File: src/rtl/register_13bit.sv
// Purpose: 13-bit parallel-load register with load enable and true/inverted outputs (alarm-clock time/alarm field).
// Latency: one rising Clock edge from D to Q when Enable=1; Clear=0 zeroes Q immediately, independent of Clock.
// Backpressure: none; Enable=0 simply holds the stored value, there is no handshake.
module register_13bit (
  output logic [12:0] Q,
  output logic [12:0] Q_n,
  input  logic [12:0] D,
  input  logic        Clear,
  input  logic        Clock,
  input  logic        Enable
);

  // Next value seen by each flop: a D-input mux keeps the clock ungated
  // so all 13 bits share one clean clock and one clean clear.
  logic [12:0] d_mux;

  // Load-enable mux: recirculate the current value when not loading.
  always_comb begin
    d_mux = Q;
    if (Enable) begin
      d_mux = D;
    end
  end

  // Storage flops: Clear wins over any edge and holds Q at zero while low.
  always_ff @(posedge Clock or negedge Clear) begin
    if (!Clear) begin
      Q <= 13'h0000;
    end else begin
      Q <= d_mux;
    end
  end

  // Complement output tracks Q combinationally, so both change together.
  assign Q_n = ~Q;

endmodule

File: config.mk
export PLATFORM = sky130hd
export DESIGN_NAME = register_13bit
export DESIGN_NICKNAME = d
export VERILOG_FILES = /design/src/rtl/register_13bit.sv
export SDC_FILE = /design/constraint.sdc
export NUM_CORES = 1
export LEC_CHECK = 0
export CELL_PAD_IN_SITES_DETAIL_PLACEMENT = 0
export CELL_PAD_IN_SITES_GLOBAL_PLACEMENT = 1
export CORE_MARGIN = 3
export CORE_UTILIZATION = 26
export CTS_CLUSTER_DIAMETER = 80
export DETAILED_ROUTE_END_ITERATION = 10
export PLACE_DENSITY = 0.92
export SLEW_MARGIN = 20
export SYNTH_ARGS = -nofsm -noshare
export SYNTH_HDL_FRONTEND = slang
export SYNTH_SLANG_ARGS = --single-unit
File: constraint.sdc
create_clock -name Clock -period 1.6 [get_ports Clock]
set_input_delay 0.24 -clock Clock [delete_from_list [all_inputs] [get_ports Clock]]
set_output_delay 0.24 -clock Clock [all_outputs]
set_load 0.01 [all_outputs]
==> impl_summary.log, run 1 <==
[metrics] Cells after Synth: 40
[metrics] Combinational Power Share: 0.330
[metrics] headroom to the max-slew limit: 0.632
[metrics] setup repair after global routing missed its margin: false
[metrics] cell count after placement: 108
[metrics] path type of the worst setup path: reg2out
[metrics] final std cells w/o fill: 112
[metrics] clock insertion delay at the later pin of the skew report: 270 ps
[metrics] slowest cell delay on critical path: 530 ps
[metrics] post-detailed-route DRC marker count: 0
[metrics] CTS Root Cell: sky130_fd_sc_hd__clkbuf_4
[metrics] number of nets produced by synthesis: 56
[metrics] Clock power frac: 0.221
[metrics] critical path's slowest cell: sky130_fd_sc_hd__clkdlybuf4s50_1
[metrics] sw power: 0.212 mW
[metrics] actual transition at the worst max-transition pin: 550 ps
[metrics] CTS buffer count: 3
[metrics] worst r2r src: Q[6]
[metrics] IR Drop Worst-Case VDD: 517 µV
[metrics] register with the most flip-flops: Q
[metrics] max FFs per register: 13
[metrics] Via Count: 440
[metrics] Placement Rows: 16
[metrics] synthesized area per cell: ~14 µm²
[metrics] post-route standard cell area excluding fillers: 1050 µm²
[metrics] number of inserted diodes: 0
[metrics] Fmax: 666 MHz
[metrics] endpoint kind of the worst setup timing path: output pin
[metrics] placed instance area: 1020 µm²
[metrics] final routed wirelength across all metal layers: approximately 1200 µm
[metrics] area added between synthesis and finish: 84.2%
[metrics] Overall Global Routing Usage: 0.104
[metrics] crit path setup slack, layout: 97.4 ps
[metrics] fin. max-slew vios: 0
[metrics] pwr/cell area: 824 nW/µm²
[metrics] data required time of the worst path: 1360 ps
[metrics] total power: 0.864 mW
[metrics] critical path cell sequence: inv_1 -> clkdlybuf4s50_1
[metrics] MaxCap Viol Count: 0
[metrics] Hold WS: 325 ps
[metrics] ports placed on the boundary: 42
[metrics] pin count of the biggest net entering global routing: 14
[metrics] number of instances resized during post-cts repair: 0
[metrics] count of fill cells added during filler insertion: 183
[metrics] number of levels in the clock H-tree: 1
[metrics] TritonRoute pass-1 iters: 2
[metrics] HPWL Detailed: 984 µm
[metrics] fraction of power spent switching nets: 0.245
[metrics] number of flip-flops and latches in the synthesized netlist: 13
[metrics] die span in x: between 50 and 60 µm
[metrics] Final min period: 1500 ps
[metrics] final net count: between 100 and 150
[metrics] post-route clock skew: 0 ps
[metrics] starting utilization of the core area: 0.282
[metrics] antenna-violating nets left: 0
[metrics] timing startpoint of the critical path: Q[11]
[metrics] Syn Std Cell Area: 569 µm²
[metrics] registers with the most flip-flops: Q x13
[metrics] Arrival @ worst endpoint: 1260 ps
[metrics] clock tree from TritonCTS: built
[metrics] area of the placeable core: 2020 µm²
[metrics] post-cts hold buffer count: 0
[metrics] Clk pin slew, worst setup/hold paths: 70 ps
[metrics] internal power: 0.652 mW
[metrics] total congestion overflow: 0
[metrics] ratio of cells with drive above 1 in the final layout: 0.200
[metrics] Period Utilization, post-route: 0.939
[metrics] Setup TNS: 0 ps
[metrics] worst setup slack after placement: 231 ps
[metrics] starting DRC count in detailed routing: 4
[metrics] critical path startpoint category: flop
[metrics] wire length of the first global-routing pass: 2050 µm
[metrics] Bufs on Longest Clock Path: 2
[metrics] leakage power: ~0.5 nW
[metrics] Critical Path Fanout Max: 3
[metrics] Routability Congestion: 0.590
[metrics] count of endpoints failing setup in the final report: 0
[metrics] Distinct cells, synth: 5
[metrics] final hold viol count: 0
[metrics] initial antenna violation count: 0
[metrics] sequential-to-total area share from yosys stat: 0.571
[metrics] outcome: finished clean
[metrics] number of warnings reported in the yosys synthesis log: 0
[metrics] utilization after layout: 0.519
[metrics] number of post-CTS setup repair buffers: 0
[metrics] count of buffers from port buffering: 41
[metrics] number of global-route vias before repair: 445
[metrics] sequential power share: 0.449
[metrics] # clock sinks: 13
[metrics] die area: 2790 µm²
[metrics] path type of the worst min-delay path: in2async
[metrics] via density per instance: 3.93
[metrics] average detailed-routed wire length per instance: ~11 µm
[metrics] Vert. Die Dim: around 53 µm
## worst max-delay path: cells and delay by family, from the launching register on
kind / cells / cell delay (ps)
buffers and inverters: 2 / 590
DFF: 1 / 400
## synth_stat cells
cell type                 instances  share of area
sky130_fd_sc_hd__mux2_4          10           0.26
sky130_fd_sc_hd__inv_1           13          0.086
sky130_fd_sc_hd__buf_6            1          0.020
sky130_fd_sc_hd__dfrtp_1         13           0.57
sky130_fd_sc_hd__mux2_2           3          0.059
## power by group through the flow
stage	clock network, mW	registers [mW]	logic (mW)
floorplan	0	0.406	0.0873
global route	0.222	0.393	0.305
detailed placement	0	0.395	0.288
finish	0.191	0.388	0.285
global placement	0	0.393	0.285
CTS	0.203	0.389	0.289
## layout by cell type (no fill, tap or decap)
cell	count
sky130_fd_sc_hd__clkdlybuf4s50_1	41
sky130_fd_sc_hd__dfrtp_1	13
sky130_fd_sc_hd__inv_1	13
sky130_fd_sc_hd__mux2_4	10
sky130_fd_sc_hd__mux2_2	3
sky130_fd_sc_hd__clkbuf_4	3
sky130_fd_sc_hd__clkbuf_1	1
sky130_fd_sc_hd__buf_12	1
## metal layers
metal  vias up  part of all wire  global-route usage  routed length [µm]
met5         -                 0                   0                   0
met4         0            0.0074              0.0255                   9
met3         2              0.12              0.0570                 148
met2        29              0.49               0.161                 591
met1       198              0.38               0.126                 461
li1        211                 -                   -                   -
## path summary, 6_finish.rpt
kind	end	slack, ps	cells after the start
hold reg to reg	Q[0]	540	1
max in group asynchronous	Q[0]	910	1
hold / removal	Q[3]	330	1
setup reg to reg	Q[6]	810	1
min in group Clock	Q[0]	540	1
setup / recovery	Q_n[11]	100	2
## final cells by class
class                      count  area (µm²)  area share
tap                           27        33.8      0.0322
clock buffer                   4        26.3      0.0251
inverter                      13        48.8      0.0465
multi-input combinational     13         184       0.175
sequential                    13         325       0.310
timing repair buffer          42         430       0.410
## logic make-up after synthesis
logic type             count (synthesis)  share of synthesized area
buffers and inverters                 14                      0.105
DFF                                   13                      0.571
muxes                                 13                      0.323
No activity file was read; power rests on OpenSTA's default activity.
==> inputs of run 2 (changes only) <==
- PLACE_DENSITY: 0.92 -> not set
- PLACE_DENSITY_LB_ADDON: not set -> 0.1
- SLEW_MARGIN: 20 -> 5
==> run 2 against run 1 <==
Hold slack is essentially flat. Setup slack gained 3.9 ps. Non-clock buffer count is the same. Sequential power is essentially flat. Clock-buffer cell count shrank 1. First-iteration DRC count shrank 75%. Core utilization grew 0.062 points. Clock skew is the same. Via count shrank 2.7%. Clock power is essentially flat. Critical path depth is the same. Power grew 0.17%.
==> impl_summary.log, run 2 (synthesized netlist as in run 1, its figures left out) <==
[metrics] outcome: finished clean (unchanged)
[metrics] register with the most flip-flops: Q (unchanged)
[metrics] Clk pin slew, worst setup/hold paths: 80 ps (was 70 ps)
[metrics] internal power: 0.647 mW (was 0.652 mW)
[metrics] IR Drop Worst-Case VDD: 382 µV (was 517 µV)
[metrics] TritonRoute pass-1 iters: 3 (was 2)
[metrics] count of endpoints failing setup in the final report: 0 (unchanged)
[metrics] critical path cell sequence: inv_1 -> clkdlybuf4s50_1 (unchanged)
[metrics] worst r2r src: Q[4] (was Q[6])
[metrics] antenna-violating nets left: 0 (unchanged)
[metrics] clock tree from TritonCTS: built (unchanged)
[metrics] data required time of the worst path: 1360 ps (about the same)
[metrics] starting utilization of the core area: 0.282 (unchanged)
[metrics] wire length of the first global-routing pass: 1880 µm (was 2050 µm)
[metrics] area of the placeable core: 2020 µm² (unchanged)
[metrics] post-route clock skew: 0 ps (unchanged)
[metrics] pin count of the biggest net entering global routing: 14 (unchanged)
[metrics] Vert. Die Dim: 52.8 µm (unchanged)
[metrics] final routed wirelength across all metal layers: 1250 µm (was 1210 µm)
[metrics] Overall Global Routing Usage: 0.0963 (was 0.104)
[metrics] Clock power frac: 0.222 (was 0.221)
[metrics] most frequent cells in the layout: sky130_fd_sc_hd__clkdlybuf4s50_1, sky130_fd_sc_hd__dfrtp_1, sky130_fd_sc_hd__inv_1 (unchanged)
[metrics] area added between synthesis and finish: 84.4% (was 84.2%)
[metrics] Critical Path Fanout Max: 3 (unchanged)
[metrics] number of instances resized during post-cts repair: 0 (unchanged)
[metrics] Placement Rows: 16 (unchanged)
[metrics] number of levels in the clock H-tree: 1 (unchanged)
[metrics] Via Count: 428 (was 440)
[metrics] clock insertion delay at the later pin of the skew report: 270 ps (about the same)
[metrics] initial antenna violation count: 0 (unchanged)
[metrics] die span in x: 52.8 µm (unchanged)
[metrics] pwr/cell area: 824 nW/µm² (about the same)
[metrics] path type of the worst min-delay path: in2async (unchanged)
[metrics] die area: 2790 µm² (unchanged)
[metrics] ports placed on the boundary: 42 (unchanged)
[metrics] placed instance area: 1020 µm² (unchanged)
[metrics] Arrival @ worst endpoint: 1260 ps (about the same)
[metrics] post-detailed-route DRC marker count: 0 (unchanged)
[metrics] Worst Reg2Reg Path Length in Cells: 1 (unchanged)
[metrics] setup repair after global routing missed its margin: false (unchanged)
[metrics] reg2reg end: Q[4] (was Q[6])
[metrics] ratio of cells with drive above 1 in the final layout: 0.212 (was 0.200)
[metrics] average detailed-routed wire length per instance: 11.1 µm (was 10.8 µm)
[metrics] Fmax: 667 MHz (was 666 MHz)
[metrics] headroom to the max-slew limit: 0.632 (about the same)
[metrics] CTS Root Cell: sky130_fd_sc_hd__clkbuf_4 (unchanged)
[metrics] Bufs on Longest Clock Path: 2 (unchanged)
[metrics] fin. max-slew vios: 0 (unchanged)
[metrics] most common cell after layout, fill and taps aside: sky130_fd_sc_hd__clkdlybuf4s50_1 (unchanged)
[metrics] count of fill cells added during filler insertion: 195 (was 183)
[metrics] critical path's slowest cell: sky130_fd_sc_hd__clkdlybuf4s50_1 (unchanged)
[metrics] fraction of power spent switching nets: 0.252 (was 0.245)
[metrics] slowest cell delay on critical path: 530 ps (about the same)
[metrics] Combinational Power Share: 0.329 (was 0.330)
[metrics] via density per instance: 3.82 (was 3.93)
[metrics] leakage power: 0.502 nW (was 0.499 nW)
[metrics] actual transition at the worst max-transition pin: 550 ps (about the same)
[metrics] endpoint kind of the worst setup timing path: output pin (unchanged)
[metrics] count of buffers from port buffering: 41 (unchanged)
[metrics] Final min period: 1500 ps (about the same)
[metrics] final net count: 102 (unchanged)
[metrics] sequential power share: 0.449 (about the same)
[metrics] Setup TNS: 0 ps (unchanged)
[metrics] post-cts hold buffer count: 0 (unchanged)
[metrics] MaxCap Viol Count: 0 (unchanged)
[metrics] register-to-register path setup slack: 820 ps (was 810 ps)
[metrics] # clock sinks: 13 (unchanged)
[metrics] total congestion overflow: 0 (unchanged)
[metrics] CTS buffer count: 3 (unchanged)
[metrics] starting DRC count in detailed routing: 1 (was 4)
[metrics] crit path setup slack, layout: 101 ps (was 97.4 ps)
[metrics] path type of the worst setup path: reg2out (unchanged)
[metrics] critical path startpoint category: flop (unchanged)
[metrics] number of post-CTS setup repair buffers: 0 (unchanged)
[metrics] max FFs per register: 13 (unchanged)
[metrics] sw power: 0.218 mW (was 0.212 mW)
[metrics] number of inserted diodes: 0 (unchanged)
[metrics] Period Utilization, post-route: 0.937 (was 0.939)
[metrics] post-route standard cell area excluding fillers: 1050 µm² (about the same)
[metrics] final hold viol count: 0 (unchanged)
[metrics] worst setup slack after placement: 190 ps (was 231 ps)
[metrics] HPWL Detailed: 984 µm (about the same)
[metrics] Routability Congestion: 0.681 (was 0.590)
[metrics] number of global-route vias before repair: 398 (was 445)
[metrics] registers with the most flip-flops: Q x13 (unchanged)
## run 2: per-layer routing
metal  vias up  part of all wire  global-route usage
met5         -                 0                   0
met4         0                 0              0.0383
met3         0              0.14              0.0456
met2        26              0.47               0.145
met1       191              0.39               0.117
li1        211                 -                   -
## run 2: power groups by stage
stage | logic [mW] | registers, mW | clock network [mW]
after floorplan | 0.0873 | 0.406 | 0
after global placement | 0.287 | 0.395 | 0
after detailed placement | 0.289 | 0.395 | 0
after CTS | 0.290 | 0.389 | 0.205
after global routing | 0.304 | 0.395 | 0.226
final | 0.285 | 0.388 | 0.192
## run 2: how the worst max path moves through the flow
stage               slack [ps]   start  endpoint
floorplan                  800  Enable     Q[10]
global placement           230  Enable     Q[11]
detailed placement         190  Enable     Q[11]
CTS                         80    Q[3]    Q_n[3]
global route                30    Q[3]    Q_n[3]
finish                     100    Q[3]    Q_n[3]
## run 2: worst max-delay path, delay by kind of cell, from the launching register on
family / cells / cell delay [ps]
flip-flops: 1 / 400
buffers and inverters: 2 / 590
## run 2: layout make-up
class / instances / area (µm²) / share of cell area
Timing Repair Buffer: 42 / 430 / 0.410
Clock inverter: 1 / 5.00 / 0.00477
Clock buffer: 3 / 22.5 / 0.0215
Sequential cell: 13 / 325 / 0.310
Multi-Input combinational cell: 13 / 184 / 0.175
Tap cell: 27 / 33.8 / 0.0322
Inverter: 13 / 48.8 / 0.0465
## run 2: per-stage QoR
| stage | std cells | utilization | power, mW | hold WS, ps |
|---|---|---|---|---|
| floorplan | 40 | - | 0.494 | -55.6 |
| global placement | 108 | 0.506 | 0.682 | 517 |
| detailed placement | 108 | 0.506 | 0.684 | 524 |
| CTS | 112 | 0.519 | 0.884 | 334 |
| global route | 112 | 0.519 | 0.925 | 353 |
| finish | 112 | 0.519 | 0.865 | 325 |
==> inputs of run 3 (changes only) <==
- CORE_UTILIZATION: 26 -> 25
- CTS_BUF_LIST: not set -> sky130_fd_sc_hd__clkbuf_4
- clock period: 1.6 -> 1.5 ns (I/O delays scaled with it)
==> run 3 against run 2 <==
Register-to-register slack got worse by 120 ps. Design area rose by 2.4%. First-iteration DRC count rose by 100%. Critical endpoint is now Q_n[11].
==> impl_summary.log, run 3 (synthesized netlist as in run 1, its figures left out) <==
[metrics] outcome: finished clean (unchanged)
[metrics] ratio of cells with drive above 1 in the final layout: 0.212 (unchanged)
[metrics] CTS Root Cell: sky130_fd_sc_hd__clkbuf_4 (unchanged)
[metrics] final hold viol count: 0 (unchanged)
[metrics] worst r2r src: Q[8] (was Q[4])
[metrics] clock insertion delay at the later pin of the skew report: 260 ps (was 270 ps)
[metrics] post-cts hold buffer count: 0 (unchanged)
[metrics] endpoint kind of the worst setup timing path: output pin (unchanged)
[metrics] FF/Latch Area: 325 µm² (unchanged)
[metrics] Hold WS: 307 ps (was 325 ps)
[metrics] critical path startpoint category: flop (unchanged)
[metrics] Placement Rows: 16 (unchanged)
[metrics] slowest cell delay on critical path: 520 ps (was 530 ps)
[metrics] placed instance area: 1020 µm² (unchanged)
[metrics] Bufs on Longest Clock Path: 2 (unchanged)
[metrics] pwr/cell area: 862 nW/µm² (was 824 nW/µm²)
[metrics] data required time of the worst path: 1270 ps (was 1360 ps)
[metrics] post-route clock skew: 0 ps (unchanged)
[metrics] Period Utilization, post-route: 0.965
[metrics] clock tree from TritonCTS: built (unchanged)
[metrics] combined area of the multi-input logic cells: 184 µm² (unchanged)
[metrics] antenna-violating nets left: 0 (unchanged)
[metrics] via density per instance: 3.72 (was 3.82)
[metrics] post-route standard cell area excluding fillers: 1070 µm² (was 1050 µm²)
[metrics] most frequent cells in the layout: sky130_fd_sc_hd__clkdlybuf4s50_1, sky130_fd_sc_hd__dfrtp_1, sky130_fd_sc_hd__inv_1 (unchanged)
[metrics] Arrival @ worst endpoint: 1220 ps (was 1260 ps)
[metrics] register-to-register path setup slack: 700 ps (was 820 ps)
[metrics] number of inserted diodes: 0 (unchanged)
[metrics] area of the placeable core: 2060 µm² (was 2020 µm²)
[metrics] final std cells w/o fill: 112 (unchanged)
[metrics] pin count of the biggest net entering global routing: 14 (unchanged)
[metrics] # clock sinks: 13 (unchanged)
[metrics] initial antenna violation count: 0 (unchanged)
[metrics] IR Drop Worst-Case VDD: 410 µV (was 382 µV)
[metrics] Fmax: 691 MHz
[metrics] Overall Global Routing Usage: 0.0922 (was 0.0963)
[metrics] area added between synthesis and finish: 88.8% (was 84.4%)
[metrics] registers with the most flip-flops: Q x13 (unchanged)
[metrics] Final min period: 1450 ps
[metrics] reg2reg end: Q[8] (was Q[4])
[metrics] CTS buffer count: 3 (unchanged)
[metrics] die span in x: 53.7 µm (was 52.8 µm)
[metrics] path type of the worst min-delay path: in2async (unchanged)
[metrics] starting DRC count in detailed routing: 2 (was 1)
[metrics] utilization after layout: 0.521 (was 0.519)
[metrics] setup repair after global routing missed its margin: false (unchanged)
[metrics] ports placed on the boundary: 42 (unchanged)
[metrics] Routability Congestion: 0.630 (was 0.681)
[metrics] register with the most flip-flops: Q (unchanged)
[metrics] count of endpoints failing setup in the final report: 0 (unchanged)
[metrics] number of levels in the clock H-tree: 1 (unchanged)
[metrics] critical path's slowest cell: sky130_fd_sc_hd__clkdlybuf4s50_1 (unchanged)
[metrics] wire length of the first global-routing pass: 1860 µm (was 1880 µm)
[metrics] final net count: 102 (unchanged)
[metrics] post-detailed-route DRC marker count: 0 (unchanged)
[metrics] count of buffers from port buffering: 41 (unchanged)
[metrics] critical path cell sequence: inv_1 -> clkdlybuf4s50_1 (unchanged)
[metrics] TritonRoute pass-1 iters: 2 (was 3)
[metrics] starting utilization of the core area: 0.276 (was 0.282)
[metrics] Setup TNS: 0 ps (unchanged)
[metrics] number of buffers and inverters on the critical path: 2 (unchanged)
[metrics] Via Count: 417 (was 428)
[metrics] Critical Path Fanout Max: 3 (unchanged)
[metrics] Clk pin slew, worst setup/hold paths: 70 ps (was 80 ps)
[metrics] path type of the worst setup path: reg2out (unchanged)
[metrics] Worst Reg2Reg Path Length in Cells: 1 (unchanged)
[metrics] actual transition at the worst max-transition pin: 537 ps (was 550 ps)
[metrics] headroom to the max-slew limit: 0.641 (was 0.632)
[metrics] number of global-route vias before repair: 409 (was 398)
[metrics] Crit path max-delay family: buffers and inverters (unchanged)
[metrics] total congestion overflow: 0 (unchanged)
[metrics] average detailed-routed wire length per instance: 10.9 µm (was 11.1 µm)
[metrics] count of fill cells added during filler insertion: 191 (was 195)
[metrics] max FFs per register: 13 (unchanged)
[metrics] Vert. Die Dim: 53.7 µm (was 52.8 µm)
[metrics] fin. max-slew vios: 0 (unchanged)
[metrics] most common cell after layout, fill and taps aside: sky130_fd_sc_hd__clkdlybuf4s50_1 (unchanged)
[metrics] MaxCap Viol Count: 0 (unchanged)
[metrics] cell count after placement: 108 (unchanged)
[metrics] die area: 2890 µm² (was 2790 µm²)
[metrics] final routed wirelength across all metal layers: 1220 µm (was 1250 µm)
[metrics] leakage power: 0.595 nW (was 0.502 nW)
run 3: cell types whose count changed in the layout (fill, tap and decap cells not counted), sizes merged:
cell / before / now
clkbuf: 3 / 4
clkdlybuf4s50: 41 / 29
clkinv: 1 / 0
dlymetal6s2s: 0 / 10
dlygate4sd2: 0 / 2
run 3: worst max path at each step:
stage / startpoint / end / cells after the start
floorplan: Q[10] / Q[10] / 1
global placement: Enable / Q[11] / 3
detailed placement: Enable / Q[12] / 3
CTS: Q[4] / Q_n[4] / 2
global route: Q[5] / Q[5] / 1
finish: Q[11] / Q_n[11] / 2
run 3: power breakdown:
part	internal, mW	switching [mW]
clock	0.121	0.101
sequential	0.386	0.0287
combinational	0.195	0.0953
run 3: per-layer routing:
metal,vias up,track usage,routed length (µm)
met5,-,0,0
met4,0,0.0383,0
met3,0,0.0416,191
met2,31,0.129,532
met1,176,0.122,496
li1,210,-,-
run 3: through the flow:
stage | setup WS (ps) | power (mW)
global route | 4.65 | 0.977
finish | 52.5 | 0.927
floorplan | 708 | 0.527
CTS | 1.42 | 0.951
detailed placement | 137 | 0.728
global placement | 147 | 0.726
run 3: what timing repair did:
action | in CTS | in global routing
gates resized for setup | 2 | 10
setup endpoints to repair | 2 | 10
buffers inserted | 0 | 0
run 3: layout make-up:
type	instances	share of cell area
Inverter	13	0.0454
Multi-Input combinational cell	13	0.171
Sequential cell	13	0.303
Clock buffer	4	0.0279
Timing Repair Buffer	42	0.421
Tap cell	27	0.0314
